File: config.mk
export PLATFORM = sky130hd
export DESIGN_NAME = irq_vector_ctrl_flat
export DESIGN_NICKNAME = d
export VERILOG_FILES = /design/src/rtl/irq_vector_ctrl_if.sv /design/src/rtl/irq_vector_ctrl.sv /design/src/flat_wrapper.sv
export SDC_FILE = /design/constraint.sdc
export NUM_CORES = 1
export LEC_CHECK = 0
export CORE_UTILIZATION = 48
export CTS_BUF_LIST = sky130_fd_sc_hd__clkbuf_4
export DETAILED_ROUTE_END_ITERATION = 8
export HOLD_SLACK_MARGIN = 0.15
export PLACE_DENSITY = 0.86
export RECOVER_POWER = 100
export SLEW_MARGIN = 20
export SYNTH_ARGS = -nofsm -noshare
export SYNTH_HDL_FRONTEND = slang
export SYNTH_SLANG_ARGS = --single-unit
File: constraint.sdc
create_clock -name cp2 -period 3.35 [get_ports cp2]
set_input_delay 0.335 -clock cp2 [delete_from_list [all_inputs] [get_ports cp2]]
set_output_delay 0.335 -clock cp2 [all_outputs]
set_load 0.01 [all_outputs]
File: src/rtl/irq_vector_ctrl_if.sv
// Bundles the request, core handshake and acknowledge signals of the interrupt vector controller.
// The master side is the controller; the slave side is the core/peripheral environment.
interface irq_vector_ctrl_if #(
    parameter int NUM_IRQ = 44
);
    logic [NUM_IRQ-1:0] irq_in;
    logic               sreg_i;
    logic               instr_boundary;
    logic               reti_exec;
    logic               ivsel;
    logic               int_taken;
    logic               int_req;
    logic [15:0]        int_vec_pc;
    logic               irqack;
    logic [5:0]         irqack_addr;
    logic               clr_i;
    logic               busy;

    modport master (
        input  irq_in, sreg_i, instr_boundary, reti_exec, ivsel, int_taken,
        output int_req, int_vec_pc, irqack, irqack_addr, clr_i, busy
    );

    modport slave (
        output irq_in, sreg_i, instr_boundary, reti_exec, ivsel, int_taken,
        input  int_req, int_vec_pc, irqack, irqack_addr, clr_i, busy
    );
endinterface

File: src/rtl/irq_vector_ctrl.sv
// Interrupt arbiter: picks the lowest pending vector at an instruction boundary, hands it to the
// core, acknowledges the peripheral and stays busy while the core pushes the PC and jumps.
module irq_vector_ctrl #(
    parameter int          NUM_IRQ     = 44,
    parameter logic [15:0] BOOT_BASE   = 16'h3C00,
    parameter int          CALL_CYCLES = 3
) (
    input logic               cp2,
    input logic               ireset,
    irq_vector_ctrl_if.master bus
);
    localparam int CNT_W = (CALL_CYCLES > 0) ? $clog2(CALL_CYCLES + 1) : 1;

    typedef enum logic [1:0] {IDLE, REQ, ACK, CALL} state_t;

    state_t           state_q, state_d;
    logic [5:0]       vec_q, vec_d;
    logic             ivselLatched_q, ivselLatched_d;
    logic             guard_q, guard_d;
    logic [CNT_W-1:0] count_q, count_d;
    logic [5:0]       lowestVec;
    logic             selectedLine;
    logic             grant;

    // Lowest index wins, so scan from the top and let lower set bits overwrite.
    always_comb begin
        lowestVec = 6'd0;
        for (int i = NUM_IRQ - 1; i >= 0; i--) begin
            if (bus.irq_in[i]) lowestVec = 6'(i + 1);
        end
    end

    always_comb begin
        selectedLine = 1'b0;
        for (int i = 0; i < NUM_IRQ; i++) begin
            if (vec_q == 6'(i + 1)) selectedLine = bus.irq_in[i];
        end
    end

    // A RETI in the same cycle as a boundary blocks the grant so one instruction runs first.
    assign grant = bus.sreg_i && bus.instr_boundary && !guard_q && !bus.reti_exec
                   && (|bus.irq_in);

    always_comb begin
        state_d        = state_q;
        vec_d          = vec_q;
        ivselLatched_d = ivselLatched_q;
        guard_d        = guard_q;
        count_d        = count_q;

        if (bus.reti_exec) begin
            guard_d = 1'b1;
        end else if (bus.instr_boundary && guard_q) begin
            guard_d = 1'b0;
        end

        case (state_q)
            IDLE: begin
                if (grant) begin
                    state_d        = REQ;
                    vec_d          = lowestVec;
                    ivselLatched_d = bus.ivsel;
                end
            end
            REQ: begin
                if (bus.int_taken) begin
                    state_d = ACK;
                end else if (!selectedLine || !bus.sreg_i) begin
                    state_d = IDLE;
                end
            end
            ACK: begin
                if (CALL_CYCLES == 0) begin
                    state_d = IDLE;
                end else begin
                    state_d = CALL;
                    count_d = CNT_W'(CALL_CYCLES);
                end
            end
            CALL: begin
                if (count_q <= CNT_W'(1)) begin
                    state_d = IDLE;
                    count_d = '0;
                end else begin
                    count_d = count_q - CNT_W'(1);
                end
            end
            default: state_d = IDLE;
        endcase
    end

    always_ff @(posedge cp2 or negedge ireset) begin
        if (!ireset) begin
            state_q        <= IDLE;
            vec_q          <= 6'd0;
            ivselLatched_q <= 1'b0;
            guard_q        <= 1'b0;
            count_q        <= '0;
        end else begin
            state_q        <= state_d;
            vec_q          <= vec_d;
            ivselLatched_q <= ivselLatched_d;
            guard_q        <= guard_d;
            count_q        <= count_d;
        end
    end

    assign bus.int_req     = (state_q == REQ);
    assign bus.irqack      = (state_q == ACK);
    assign bus.clr_i       = (state_q == ACK);
    assign bus.irqack_addr = (state_q == ACK) ? vec_q : 6'd0;
    assign bus.busy        = (state_q != IDLE);
    assign bus.int_vec_pc  = (ivselLatched_q ? BOOT_BASE : 16'h0000) + {9'd0, vec_q, 1'b0};
endmodule

File: src/flat_wrapper.sv
// flat-port wrapper written by rule: the top's interface ports become plain ports
module irq_vector_ctrl_flat 
#(
    parameter int          NUM_IRQ     = 44,
    parameter logic [15:0] BOOT_BASE   = 16'h3C00,
    parameter int          CALL_CYCLES = 3
)
  (cp2, ireset, bus_irq_in, bus_sreg_i, bus_instr_boundary, bus_reti_exec, bus_ivsel, bus_int_taken, bus_int_req, bus_int_vec_pc, bus_irqack, bus_irqack_addr, bus_clr_i, bus_busy);
  irq_vector_ctrl_if #(.NUM_IRQ(NUM_IRQ)) bus_i ();
  input logic cp2;
  input logic ireset;
  input wire logic [$bits(bus_i.irq_in)-1:0] bus_irq_in;
  input wire logic [$bits(bus_i.sreg_i)-1:0] bus_sreg_i;
  input wire logic [$bits(bus_i.instr_boundary)-1:0] bus_instr_boundary;
  input wire logic [$bits(bus_i.reti_exec)-1:0] bus_reti_exec;
  input wire logic [$bits(bus_i.ivsel)-1:0] bus_ivsel;
  input wire logic [$bits(bus_i.int_taken)-1:0] bus_int_taken;
  output wire logic [$bits(bus_i.int_req)-1:0] bus_int_req;
  output wire logic [$bits(bus_i.int_vec_pc)-1:0] bus_int_vec_pc;
  output wire logic [$bits(bus_i.irqack)-1:0] bus_irqack;
  output wire logic [$bits(bus_i.irqack_addr)-1:0] bus_irqack_addr;
  output wire logic [$bits(bus_i.clr_i)-1:0] bus_clr_i;
  output wire logic [$bits(bus_i.busy)-1:0] bus_busy;
  assign bus_i.irq_in = bus_irq_in;
  assign bus_i.sreg_i = bus_sreg_i;
  assign bus_i.instr_boundary = bus_instr_boundary;
  assign bus_i.reti_exec = bus_reti_exec;
  assign bus_i.ivsel = bus_ivsel;
  assign bus_i.int_taken = bus_int_taken;
  assign bus_int_req = bus_i.int_req;
  assign bus_int_vec_pc = bus_i.int_vec_pc;
  assign bus_irqack = bus_i.irqack;
  assign bus_irqack_addr = bus_i.irqack_addr;
  assign bus_clr_i = bus_i.clr_i;
  assign bus_busy = bus_i.busy;
  irq_vector_ctrl #(.NUM_IRQ(NUM_IRQ), .BOOT_BASE(BOOT_BASE), .CALL_CYCLES(CALL_CYCLES)) u_core (.cp2(cp2), .ireset(ireset), .bus(bus_i));
endmodule
* Word level (Yosys, flattened, before mapping) *
Index checks and enable logic that the tools add are counted.

storage, ports and cells
  register bits = 12
  bits in latches = 0
  memory bits (writable) = 0
  ROM bits = 0
  output and inout bits = 26
  memories kept = 0

operators by class
  $add $sub $neg = 2
  multipliers = 0
  divide/modulo/power cells = 0
  order comparisons = 1
  equality and inequality tests = 50
  shifts and indexed selects = 0
  muxes and demuxes = 99
  bitwise logic cells = 0
  reductions and logical operators = 17

operators by type and width
  operator            count
  $mux 6              45
  $eq 6x5->1 const B  16
  $eq 6x6->1 const B  13
  $eq 6x4->1 const B  8
  $mux 1              46
  $reduce_or 44->1    1
  $eq 6x3->1 const B  4
  $add 16x7->16       1
  $mux 14             1
  $eq 6x2->1 const B  2
  $mux 2              5
  $pmux 2 s4          1
  $eq 6x1->1 const B  1
  $reduce_bool 2->1   3
  $logic_and 1x1->1   5
  $eq 2x2->1 const B  2
  $logic_not 1->1     4
  $ne 2x1->1 const B  2
  $pmux 2 s2          1
  $ne 3x2->1 const B  1
  $reduce_and 3->1    1
  $eq 2x1->1 const B  1
  $le 2x1->1 const B  1
  $logic_not 2->1     1
  3 further kinds     3

* Depth between registers and ports, before layout *
  depth after elaboration = 50
  depth in mapped cells = 9
  gate-level depth less buffers = 7

* Worst setup path after synthesis *
Ideal clock, no wire load.

  path type = input port to flip-flop
  start = in bus_irq_in[26]
  end = reg u_core.ivselLatched_q
  data arrival time = 1945 ps
  setup slack = 1277 ps
  stages on the path = 6
  path buffers = 0
  path through = or4_4 nor4_4 nand4_2 o211ai_2 or2b_4 mux2_1

on the way
  longest elaborated chain between the ends = 3

ends and longest elaborated chain
  item                        RTL line                RTL
  start: declaration          flat_wrapper.sv:12      input wire logic [$bits(bus_i.irq_in)-1:0] bus_irq_in;
  $reduce_or 44->1            irq_vector_ctrl.sv:42   && (|bus.irq_in);
  $logic_and 1x1->1           irq_vector_ctrl.sv:42
  $reduce_and 2->1 (no line)  --
  end signal: assignment      irq_vector_ctrl.sv:102  ivselLatched_q <= ivselLatched_d;
  end: declaration            irq_vector_ctrl.sv:18   logic ivselLatched_q, ivselLatched_d;

Every way passes these cells.
A chain may end at the register's enable or synchronous reset.

* Final worst setup path *
  start = in bus_irq_in[17]
  end = reg u_core.ivselLatched_q

The elaborated chain is that of the path after synthesis.

==> reports/metrics.cfg <==
[sta]
finalClockSkew_ns=0.004502
period_minus_slack_ns=2.885
final_max_slew_viol_count=0
worst_slew_pin_slew_ns=0.7967
setup-violations-final=0
period_share_pct=86.13
max_freq_mhz=346.6
final_hold_viol_count=0
hold_slack_ns=0.4847
rsz0062_at_grt=false
setup_tns_ns=0
max_slew_margin_pct=46.88

[clock_tree]
cts-root-buf=clkbuf_4
ctsHoldBuffers=0
cts_tree=done
post_cts_resized=0
h-tree-depth=1
path_clk_slew_ns=0.08
cts_num_sinks=12
clock_path_buffers=2
insertion_delay_ns=0.28
post-cts-setup-buffers=0
numCtsBuffers=3

[run_status]
outcome=finished clean

[power]
p_per_area_nw_per_um2=426.4
leakage_nw=1.029
ir_worst_vdd_v=0.0003215

[synthesis]
ys_seq_elements=12
yosys.area.top_type_share_pct=16.15
synthCells=257
yosysTopAreaCell=dfrtp_1
synth-edff-count=0
yosysUniqueCellTypes=64
ys_top_cells_by_area=dfrtp_1 (16%), nor2_1 (6.1%), o21ai_0 (5.1%)
ys_seq_area_share_pct=16.15
synth-main-ff-cell=dfrtp_1
synthArstFlopShare_pct=100.0
ys.warnings.count=0
avgSynthCellArea_um2=7.235
syn_area_um2=1859

[floorplan]
ios=77
core-area_um2=3689
start_util_pct=50.41
die_area_um2=4126
die_y_um=64.24
placement_rows=22
dieWidth_um=64.24

[worst_setup_path]
crit_family=simple AND/OR/NAND/NOR gates
cp.required_ns=3.51
critPathSlowestCell=dlygate4sd3_1
slowest_delay_ns=0.64
arrival_ns=3.05
crit_chain=dlygate4sd3_1 > or4_1 > nor4_4 > nand4_2 > o211ai_1 > or2b_1 > mux2_1
startpoint_type=input port
cp-end-kind=register
path_buf_inv=1
critPathMaxFanout=13
r2r_setup_slack_ns=0.68
crit_type=input port to register

[route]
drcViolationCount=0
drt-total-wl_mm=5.713
drt_iter0_markers=155
first_pass_iters=4
num_vias=2251
drtAntennaViolNets=0
avgRoutedWirePerCell_um=15.61
viasPerCell=6.150

[finish]
num-nets-final=370
seqCellArea_um2=300.3
area_delta_synth_final_pct=37.01
drive_above_1_share_pct=5.975
multi_input_area_um2=1366
diodes=0
num-fill-cells=330

[global_routing]
gr-total-overflow=0
antenna_found_initial=0
grt_pass1_wl_mm=9.170
grt_util_all_layers_pct=27.97
grt_max_degree=25
grt_pass1_vias=2012

[worst_hold_path]
min_path_type=register to register

[placed_design]
place_congestion=0.8626
port_buffers=70
hpwlAfterDp_mm=4.414

[flow_run]
cap_viol_max_count=0

-- final cells by class --
type	count	area share, %
clock inverters	1	0.1473
inverters	17	2.505
clock buffers	3	0.8841
multi-input cells	210	53.63
flip-flops and latches	12	11.79
well taps	48	2.358
repair buffers	75	28.68
-- cells in the mapped netlist, types with 3 or more instances --
cell,instances
a21oi_1,12
a221o_1,3
nor2b_1,4
or4_1,7
nand2b_1,6
buf_2,3
a32o_1,3
a31oi_1,5
nand3_1,4
nor2_1,30
mux2_2,4
inv_1,17
o31ai_1,5
nor4_1,6
nand2_1,16
dfrtp_1,12
nor3_1,13
nor4bb_1,3
a22o_1,3
a211oi_1,3
mux2i_1,7
buf_4,11
clkbuf_1,6
and3_1,4
o21ai_0,19
-- report_power, final --
group	internal [mW]	switching [mW]	total, mW
sequential	0.187	0.126	0.313
combinational	0.348	0.331	0.680
clock	0.0432	0.0508	0.0940
total	0.578	0.508	1.09
-- final timing paths --
path | from | endpoint | cells past startpoint
worst max-delay path | bus_irq_in[17] | u_core.ivselLatched_q$_DFFE_PN0P_ | 7
worst min-delay path | u_core.guard_q$_DFFE_PN0P_ | u_core.guard_q$_DFFE_PN0P_ | 1
worst max register to register | u_core.vec_q[0]$_DFFE_PN0P_ | u_core.state_q[0]$_DFFE_PN0P_ | 8
worst min register to register | u_core.guard_q$_DFFE_PN0P_ | u_core.guard_q$_DFFE_PN0P_ | 1
max in group asynchronous | ireset | u_core.vec_q[3]$_DFFE_PN0P_ | 1
min in group asynchronous | ireset | u_core.vec_q[5]$_DFFE_PN0P_ | 1
-- cells by family after synthesis --
logic type / count (synthesis) / share of synthesized area [%]
AOI/OAI and AO/OA: 79 / 29.88
buffers and inverters: 40 / 10.90
DFF: 12 / 16.15
muxes: 13 / 8.008
other: 1 / 0.2017
and+or+nand+nor: 112 / 34.86
-- stage by stage --
stage | area, um2 | total power [mW] | setup slack (ns) | cells | utilization, %
6_report | 2547 | 1.086 | 0.4648 | 366 | 69.06
5_1_grt | 2547 | 1.164 | 0.3468 | 366 | 69.06
4_1_cts | 2564 | 1.119 | 0.6543 | 366 | 69.50
3_5_place_dp | 2537 | 1.023 | 0.5199 | 362 | 68.79
3_3_place_gp | 2537 | 1.009 | 0.6077 | 362 | 68.79
2_1_floorplan | 1878 | 0.7337 | 1.277 | 262 | -
-- metal layers --
metal | track usage [%] | routed length (um)
met3 | 3.929 | 416
met5 | 0 | 0
met1 | 35.65 | 2400
met4 | 4.722 | 36
met2 | 50.27 | 2861
-- cell usage in the layout, fill, tap and decap left out, drive strengths merged, types with 3 or more instances in the layout --
cell type | netlist | final
nor4 | 8 | 8
a221o | 3 | 3
clkbuf | 6 | 5
clkdlybuf4s50 | 0 | 48
nor4bb | 3 | 3
nand2b | 6 | 6
dfrtp | 12 | 12
dlygate4sd3 | 0 | 22
nand2 | 16 | 16
a211oi | 3 | 3
and3 | 4 | 4
nor2 | 31 | 31
a22o | 3 | 3
nor2b | 4 | 4
a32o | 3 | 3
o21ai | 21 | 21
o31ai | 5 | 5
nand3 | 4 | 4
o211ai | 3 | 3
inv | 17 | 17
mux2 | 5 | 5
conb | 1 | 6
or4 | 9 | 9
a21oi | 12 | 12
a31oi | 5 | 5
nor3 | 13 | 13
mux2i | 7 | 7
buf | 17 | 3
-- state kept, by name, summed over array words and instances (netlist names), named ones only --
register               cells
u_core.vec_q               6
u_core.ivselLatched_q      1
u_core.count_q             2
u_core.guard_q             1
u_core.state_q             1
No activity file was read; power rests on OpenSTA's default activity.
